### src/rtl/dof_pkg.sv
// dof_pkg: shared constants for the decode/operand-fetch stage.
// Holds the packed layout of the decoder control word (ctrl_in) and the
// memory-data select encoding that marks a load in the execute stage.
// Control word layout, MSB first: RW, DA, MD, BS, PS, MW, FS, MA, MB, CS, AA, BA.
package dof_pkg;
    localparam int CTRL_REG_W = 5;   // DA / AA / BA width inside the control word
    localparam int MD_W       = 2;
    localparam int BS_W       = 2;
    localparam int FS_W       = 5;

    localparam int BA_LSB = 0;
    localparam int AA_LSB = BA_LSB + CTRL_REG_W;   // 5
    localparam int CS_BIT = AA_LSB + CTRL_REG_W;   // 10
    localparam int MB_BIT = CS_BIT + 1;            // 11
    localparam int MA_BIT = MB_BIT + 1;            // 12
    localparam int FS_LSB = MA_BIT + 1;            // 13
    localparam int MW_BIT = FS_LSB + FS_W;         // 18
    localparam int PS_BIT = MW_BIT + 1;            // 19
    localparam int BS_LSB = PS_BIT + 1;            // 20
    localparam int MD_LSB = BS_LSB + BS_W;         // 22
    localparam int DA_LSB = MD_LSB + MD_W;         // 24
    localparam int RW_BIT = DA_LSB + CTRL_REG_W;   // 29
    localparam int CTRL_BITS = RW_BIT + 1;         // 30

    localparam logic [MD_W-1:0] MD_LOAD = 2'b01;
endpackage

### src/rtl/dof_operand_mux.sv
// dof_operand_mux: selects one operand for the stage.
// Priority: alternate source (PC or immediate) > EX-stage result (non-load)
// > WB-stage result > register-file read data. Register 0 is never forwarded.
// Ports:
//   sel_alt_i/alt_i        alternate source select and value
//   addr_i/rdata_i         register address and register-file read data
//   ex_rw_i/ex_da_i/ex_md_i/ex_result_i  execute-stage writeback info
//   wb_rw_i/wb_da_i/wb_result_i          writeback-stage info
//   operand_o              selected operand
module dof_operand_mux
    import dof_pkg::*;
#(
    parameter int DATA_BITS     = 32,
    parameter int REG_ADDR_BITS = 5
) (
    input  logic                     sel_alt_i,
    input  logic [DATA_BITS-1:0]     alt_i,
    input  logic [REG_ADDR_BITS-1:0] addr_i,
    input  logic [DATA_BITS-1:0]     rdata_i,
    input  logic                     ex_rw_i,
    input  logic [REG_ADDR_BITS-1:0] ex_da_i,
    input  logic [MD_W-1:0]          ex_md_i,
    input  logic [DATA_BITS-1:0]     ex_result_i,
    input  logic                     wb_rw_i,
    input  logic [REG_ADDR_BITS-1:0] wb_da_i,
    input  logic [DATA_BITS-1:0]     wb_result_i,
    output logic [DATA_BITS-1:0]     operand_o
);
    logic addr_nz;
    logic ex_hit;
    logic wb_hit;

    assign addr_nz = (addr_i != '0);
    // A load in EX has no data yet; that case is handled by the load-use bubble.
    assign ex_hit  = ex_rw_i && (ex_da_i == addr_i) && addr_nz && (ex_md_i != MD_LOAD);
    assign wb_hit  = wb_rw_i && (wb_da_i == addr_i) && addr_nz;

    always_comb begin
        operand_o = rdata_i;
        if (sel_alt_i)   operand_o = alt_i;
        else if (ex_hit) operand_o = ex_result_i;
        else if (wb_hit) operand_o = wb_result_i;
    end
endmodule

### src/rtl/dof_stage.sv
// dof_stage: decode/operand-fetch pipeline stage.
// Builds operands A and B with EX/WB forwarding, extends the immediate,
// detects load-use hazards and registers all fields for the execute stage.
// Handshake: an instruction is accepted on a rising edge when in_valid and
// in_ready are both high; in_ready = !stall_in && !load_use_stall.
// Ports:
//   clk, rst_n              clock, asynchronous active-low reset
//   in_valid/in_ready       upstream handshake
//   instruction, pc_min_one raw instruction and its PC
//   ctrl_in                 packed decoder fields (layout in dof_pkg)
//   AData, BData            register-file read data
//   ex_*, wb_*              forwarding sources
//   flush, stall_in         kill / downstream hold
//   AA, BA                  combinational register-file read addresses
//   out_valid, pc_min_two, RW..BUSB  registered pipeline outputs
//   load_use_stall          combinational bubble request
//   bubble_count            saturating count of issued bubbles
module dof_stage
    import dof_pkg::*;
#(
    parameter int DATA_BITS        = 32,
    parameter int INSTRUCTION_BITS = 32,
    parameter int REG_ADDR_BITS    = 5,
    parameter int IMM_BITS         = 15
) (
    input  logic                        clk,
    input  logic                        rst_n,
    input  logic                        in_valid,
    output logic                        in_ready,
    input  logic [INSTRUCTION_BITS-1:0] instruction,
    input  logic [DATA_BITS-1:0]        pc_min_one,
    input  logic [CTRL_BITS-1:0]        ctrl_in,
    input  logic [DATA_BITS-1:0]        AData,
    input  logic [DATA_BITS-1:0]        BData,
    input  logic                        ex_RW,
    input  logic [REG_ADDR_BITS-1:0]    ex_DA,
    input  logic [MD_W-1:0]             ex_MD,
    input  logic [DATA_BITS-1:0]        ex_result,
    input  logic                        wb_RW,
    input  logic [REG_ADDR_BITS-1:0]    wb_DA,
    input  logic [DATA_BITS-1:0]        wb_result,
    input  logic                        flush,
    input  logic                        stall_in,
    output logic [REG_ADDR_BITS-1:0]    AA,
    output logic [REG_ADDR_BITS-1:0]    BA,
    output logic                        out_valid,
    output logic [DATA_BITS-1:0]        pc_min_two,
    output logic                        RW,
    output logic [REG_ADDR_BITS-1:0]    DA,
    output logic [MD_W-1:0]             MD,
    output logic [BS_W-1:0]             BS,
    output logic                        PS,
    output logic                        MW,
    output logic [FS_W-1:0]             FS,
    output logic [REG_ADDR_BITS-1:0]    SH,
    output logic [DATA_BITS-1:0]        BUSA,
    output logic [DATA_BITS-1:0]        BUSB,
    output logic                        load_use_stall,
    output logic [15:0]                 bubble_count
);
    // Decoded control fields
    logic                     c_rw, c_ps, c_mw, c_ma, c_mb, c_cs;
    logic [REG_ADDR_BITS-1:0] c_da;
    logic [MD_W-1:0]          c_md;
    logic [BS_W-1:0]          c_bs;
    logic [FS_W-1:0]          c_fs;

    assign c_rw = ctrl_in[RW_BIT];
    assign c_da = ctrl_in[DA_LSB +: REG_ADDR_BITS];
    assign c_md = ctrl_in[MD_LSB +: MD_W];
    assign c_bs = ctrl_in[BS_LSB +: BS_W];
    assign c_ps = ctrl_in[PS_BIT];
    assign c_mw = ctrl_in[MW_BIT];
    assign c_fs = ctrl_in[FS_LSB +: FS_W];
    assign c_ma = ctrl_in[MA_BIT];
    assign c_mb = ctrl_in[MB_BIT];
    assign c_cs = ctrl_in[CS_BIT];
    assign AA   = ctrl_in[AA_LSB +: REG_ADDR_BITS];
    assign BA   = ctrl_in[BA_LSB +: REG_ADDR_BITS];

    // Upper instruction bits carry opcode only; decoding happened upstream.
    logic unused_opcode;
    assign unused_opcode = ^instruction[INSTRUCTION_BITS-1:IMM_BITS];

    logic [IMM_BITS-1:0]  imm;
    logic [DATA_BITS-1:0] imm_ext;
    assign imm     = instruction[IMM_BITS-1:0];
    assign imm_ext = c_cs ? {{(DATA_BITS-IMM_BITS){imm[IMM_BITS-1]}}, imm}
                          : {{(DATA_BITS-IMM_BITS){1'b0}}, imm};

    logic [DATA_BITS-1:0] opa, opb;

    dof_operand_mux #(.DATA_BITS(DATA_BITS), .REG_ADDR_BITS(REG_ADDR_BITS)) u_mux_a (
        .sel_alt_i(c_ma), .alt_i(pc_min_one), .addr_i(AA), .rdata_i(AData),
        .ex_rw_i(ex_RW), .ex_da_i(ex_DA), .ex_md_i(ex_MD), .ex_result_i(ex_result),
        .wb_rw_i(wb_RW), .wb_da_i(wb_DA), .wb_result_i(wb_result),
        .operand_o(opa)
    );

    dof_operand_mux #(.DATA_BITS(DATA_BITS), .REG_ADDR_BITS(REG_ADDR_BITS)) u_mux_b (
        .sel_alt_i(c_mb), .alt_i(imm_ext), .addr_i(BA), .rdata_i(BData),
        .ex_rw_i(ex_RW), .ex_da_i(ex_DA), .ex_md_i(ex_MD), .ex_result_i(ex_result),
        .wb_rw_i(wb_RW), .wb_da_i(wb_DA), .wb_result_i(wb_result),
        .operand_o(opb)
    );

    // A register source that is actually read (not replaced by PC/immediate)
    // and is the target of a load still in EX must wait one cycle.
    assign load_use_stall = in_valid && ex_RW && (ex_MD == MD_LOAD) && (ex_DA != '0) &&
                            (((ex_DA == AA) && !c_ma) || ((ex_DA == BA) && !c_mb));
    assign in_ready = !stall_in && !load_use_stall;

    logic                     valid_q, rw_q, ps_q, mw_q;
    logic [DATA_BITS-1:0]     pc_q, busa_q, busb_q;
    logic [REG_ADDR_BITS-1:0] da_q, sh_q;
    logic [MD_W-1:0]          md_q;
    logic [BS_W-1:0]          bs_q;
    logic [FS_W-1:0]          fs_q;
    logic [15:0]              cnt_q;

    always_ff @(posedge clk or negedge rst_n) begin
        if (!rst_n) begin
            valid_q <= 1'b0; rw_q <= 1'b0; ps_q <= 1'b0; mw_q <= 1'b0;
            pc_q <= '0; busa_q <= '0; busb_q <= '0;
            da_q <= '0; sh_q <= '0; md_q <= '0; bs_q <= '0; fs_q <= '0;
            cnt_q <= 16'd0;
        end else if (flush) begin
            valid_q <= 1'b0; rw_q <= 1'b0; mw_q <= 1'b0;
        end else if (stall_in) begin
            // hold every output register
        end else if (load_use_stall) begin
            valid_q <= 1'b0; rw_q <= 1'b0; mw_q <= 1'b0;
            if (cnt_q != 16'hFFFF) cnt_q <= cnt_q + 16'd1;
        end else begin
            valid_q <= in_valid;
            rw_q    <= in_valid && c_rw;
            mw_q    <= in_valid && c_mw;
            pc_q    <= pc_min_one;
            da_q    <= c_da;
            md_q    <= c_md;
            bs_q    <= c_bs;
            ps_q    <= c_ps;
            fs_q    <= c_fs;
            sh_q    <= instruction[REG_ADDR_BITS-1:0];
            busa_q  <= opa;
            busb_q  <= opb;
        end
    end

    assign out_valid    = valid_q;
    assign pc_min_two   = pc_q;
    assign RW           = rw_q;
    assign DA           = da_q;
    assign MD           = md_q;
    assign BS           = bs_q;
    assign PS           = ps_q;
    assign MW           = mw_q;
    assign FS           = fs_q;
    assign SH           = sh_q;
    assign BUSA         = busa_q;
    assign BUSB         = busb_q;
    assign bubble_count = cnt_q;
endmodule

### config.mk
export PLATFORM = sky130hd
export DESIGN_NAME = dof_stage
export DESIGN_NICKNAME = d
export VERILOG_FILES = /design/src/rtl/dof_pkg.sv /design/src/rtl/dof_operand_mux.sv /design/src/rtl/dof_stage.sv
export SDC_FILE = /design/constraint.sdc
export NUM_CORES = 1
export LEC_CHECK = 0
export CAP_MARGIN = 25
export CORE_MARGIN = 10
export CORE_UTILIZATION = 40
export DETAILED_ROUTE_END_ITERATION = 16
export PLACE_DENSITY = 0.78
export SYNTH_ARGS = -nofsm -noshare
export SYNTH_HDL_FRONTEND = slang
export SYNTH_HIERARCHICAL = 1
export SYNTH_SLANG_ARGS = --single-unit
### constraint.sdc
create_clock -name clk -period 2.53 [get_ports clk]
set_clock_uncertainty 0.1 [all_clocks]
set_input_delay 0.506 -clock clk [delete_from_list [all_inputs] [get_ports clk]]
set_output_delay 0.506 -clock clk [all_outputs]
set_load 0.02 [all_outputs]
==> results.txt <==
status -> finished clean
Static Leakage -> 5.277 nW
Post-Synthesis Net Count -> 873
Final min period -> 2469 ps
clk buf depth -> 2
Area Overhead vs Synth -> 61.55%
met3 Resource Use GR -> 0.08911
Final Max Slew Viols -> 0
CTS root buf -> clkbuf_16
Yosys reg bits -> 135
grt met1 use -> 0.2371
distinct cell type count after synthesis -> 44
clock sinks -> 135
wire per inst -> 23.35 um
Setup crit end kind -> flop
final period utilization -> 0.9760
Port Buf Inserts -> 370
Psw -> 2.356 mW
placer's final routability congestion estimate -> 0.8428
RR Endpoint -> bubble_count[1]
final net count -> 1,289
WP data arrival -> 2660 ps
vias in the first global route -> 7,815
RSZ-0062 raised after global routing -> false
dpl cell area -> 12,620 um2
worst hold path type -> flop to flop
Die ar. -> 27,020 um2
synth warn -> 6
r2r setup slk -> 530 ps
P_int -> 5.664 mW
Max-slew headroom -> 0.7011
PD cells -> 595.5 nW/um2
Clk pwr share -> 0.346
Detailed Routing Iterations Pass 1 -> 4
GRT Total Usage -> 0.2208
Netlist Area Pre-Place -> 8337 um2
sequential power share -> 0.330
largest net degree at the start of global routing -> 79
met2 GRT Util -> 0.3904
initial antenna violation count -> 4
Post-Syn Instances -> 631
H-tree levels -> 4
Required @ worst endpoint -> 2720 ps
reg2reg start -> bubble_count[0]
Num CTS Buffers -> 17
Core Region -> 20,360 um2
Min Hold Slack -> 386.3 ps
Max FO, Critical Path -> 15
DRC -> 0
worst r2r path cells -> 6
Detailed Route WL -> 31,150 um
initial drt markers -> 229
final hold violations -> 0
Post-synth EDFFs -> 0
width of the chip -> 164.4 um
Clock Latency Late Sink -> 420 ps
Crit. Startpoint -> ctrl_in[3]
Fmax -> 405.0 MHz
clk slew on worst S/H paths -> 60 ps
CP Launch Type -> input pin
detailed-route via count -> 6,957
fillcell total -> 1,583
sw frac -> 0.2938
VDD IR max -> 0.5022 mV
Post-DP HPWL -> 24,270 um
Setup violations, final -> 0
Worst-Margin Slew -> 448.3 ps
CTS tree -> yes
combinational share of power -> 0.324
synthesized area per cell -> 13.21 um2
FP Rows -> 52
Setup crit end -> BUSB[21]
Vias/cell -> 5.215
fraction of layout cells with a size suffix above 1 -> 0.3604
io pins -> 388
register area share after synthesis -> 0.4052
Main synth FF type -> dfrtp_1
Final ANT Viol Nets -> 0
Setup CP Type -> input pin to flop
FFs w/ async S/R, synth -> 1.000
die height -> 164.4 um
global-route wire length before repair -> 45,880 um
Starting Density -> 0.4094
cell area after layout -> 13,470 um2
GRT Residual Overflow -> 0
Max Cap Viol -> 0
global route hottest layer -> met2
[per-stage QoR]
stage            util  total power, mW  TNS, ps  worst slack [ps]  std cells
2_1_floorplan       -            3.849        0             189.7        631
3_3_place_gp   0.6199            5.233   -59220            -792.8       1293
3_5_place_dp   0.6199            5.278   -61560            -851.9       1293
4_1_cts        0.6587            8.105        0             4.868       1329
5_1_grt        0.6611            8.339        0             8.973       1332
6_report       0.6613            8.020        0             60.83       1334
[final cells by class]
class / count / area, um2 / area share
clock inverters: 13 / 217.7 / 0.01617
multi-input cells: 440 / 4542 / 0.3372
well taps: 270 / 337.8 / 0.02508
diodes: 4 / 10.01 / 0.0007432
flip-flops and latches: 135 / 3378 / 0.2508
repair buffers: 448 / 4531 / 0.3364
inverters: 5 / 18.77 / 0.001394
clock buffers: 19 / 432.9 / 0.03214
[metal layers]
| metal | part of all wire | routed length [um] | vias up |
|---|---|---|---|
| met1 | 0.38 | 11710 | 3473 |
| met2 | 0.51 | 15940 | 261 |
| met5 | 0 | 0 | - |
| met3 | 0.091 | 2846 | 36 |
| li1 | - | - | 3187 |
| met4 | 0.021 | 647 | 0 |
[synth_stat cells (5+ instances only)]
master | count | area share
dfrtp_1 | 135 | 0.41
mux2_2 | 77 | 0.10
mux2i_1 | 64 | 0.077
a21oi_2 | 60 | 0.063
o22ai_2 | 60 | 0.090
mux2_4 | 40 | 0.072
xor2_1 | 25 | 0.026
buf_4 | 23 | 0.021
xnor2_1 | 18 | 0.019
buf_12 | 11 | 0.026
nand2_1 | 11 | 0.0050
nor3_1 | 11 | 0.0066
nand3_1 | 8 | 0.0048
buf_2 | 6 | 0.0036
clkbuf_8 | 6 | 0.0099
inv_1 | 5 | 0.0023
nand4_1 | 5 | 0.0038
nor2_1 | 5 | 0.0023
nor4_1 | 5 | 0.0038
[power groups by stage]
stage	Combinational (mW)	Clock, mW	Sequential, mW
2_1_floorplan	0.790	0	3.06
3_3_place_gp	2.57	0	2.67
3_5_place_dp	2.60	0	2.68
4_1_cts	2.62	2.84	2.65
5_1_grt	2.73	2.92	2.69
6_report	2.60	2.77	2.65
[cell usage in the layout (no fill, tap or decap), types with 17 or more instances in the layout]
cell               n
clkdlybuf4s50_1  351
dfrtp_1          135
mux2_2            77
o22ai_2           60
a21oi_2           60
buf_4             55
mux2i_1           52
mux2_4            40
xor2_1            25
buf_12            18
xnor2_1           18
clkbuf_16         17
[logic make-up (layout without fill, tap and decap cells)]
logic type	count (synthesis)	after routing	share of synthesized area
buffers and inverters	56	485	0.06784
muxes	181	181	0.2529
other	0	4	0
adders and majority gates	1	1	0.001501
DFF	135	135	0.4052
and+or+nand+nor	73	73	0.05268
xor gates and xnor gates	43	43	0.04517
AOI/OAI and AO/OA	142	142	0.1747
[critical path, cell delays in order]
cell,delay (ps)
dlygate4sd2_1,280
buf_4,170
or4_4,540
o211ai_4,210
nor2_4,60
buf_12,140
buf_12,170
mux2i_2,230
a21oi_2,80
mux2_4,260
[what timing repair did]
action / 4_1_cts / 5_1_grt
buffers inserted: 2 / 1
pin swaps: 8 / 5
endpoints found under the hold margin: 25 / 0
hold buffers: 1 / 0
gates cloned: 1 / 0
gates resized for setup: 42 / 14
setup endpoints to repair: 91 / 65
[how the worst min path moves through the flow]
| stage | start | end | slack (ps) | cells past startpoint |
|---|---|---|---|---|
| finish | RW | RW | 390 | 2 |
| global placement | rst_n | pc_min_two[12] | 300 | 1 |
| floorplan | rst_n | BS[0] | 110 | 0 |
| CTS | RW | RW | 390 | 2 |
| detailed placement | rst_n | BUSA[12] | 300 | 1 |
| global route | out_valid | out_valid | 410 | 2 |
[registers in the layout (all words and copies together) (netlist names), 2 cells and up]
register	flops
bubble_count	16
pc_min_two	32
BUSA	32
DA	5
MD	2
FS	5
BUSB	32
BS	2
SH	5
Note: power is estimated with default switching activity, not from simulation.
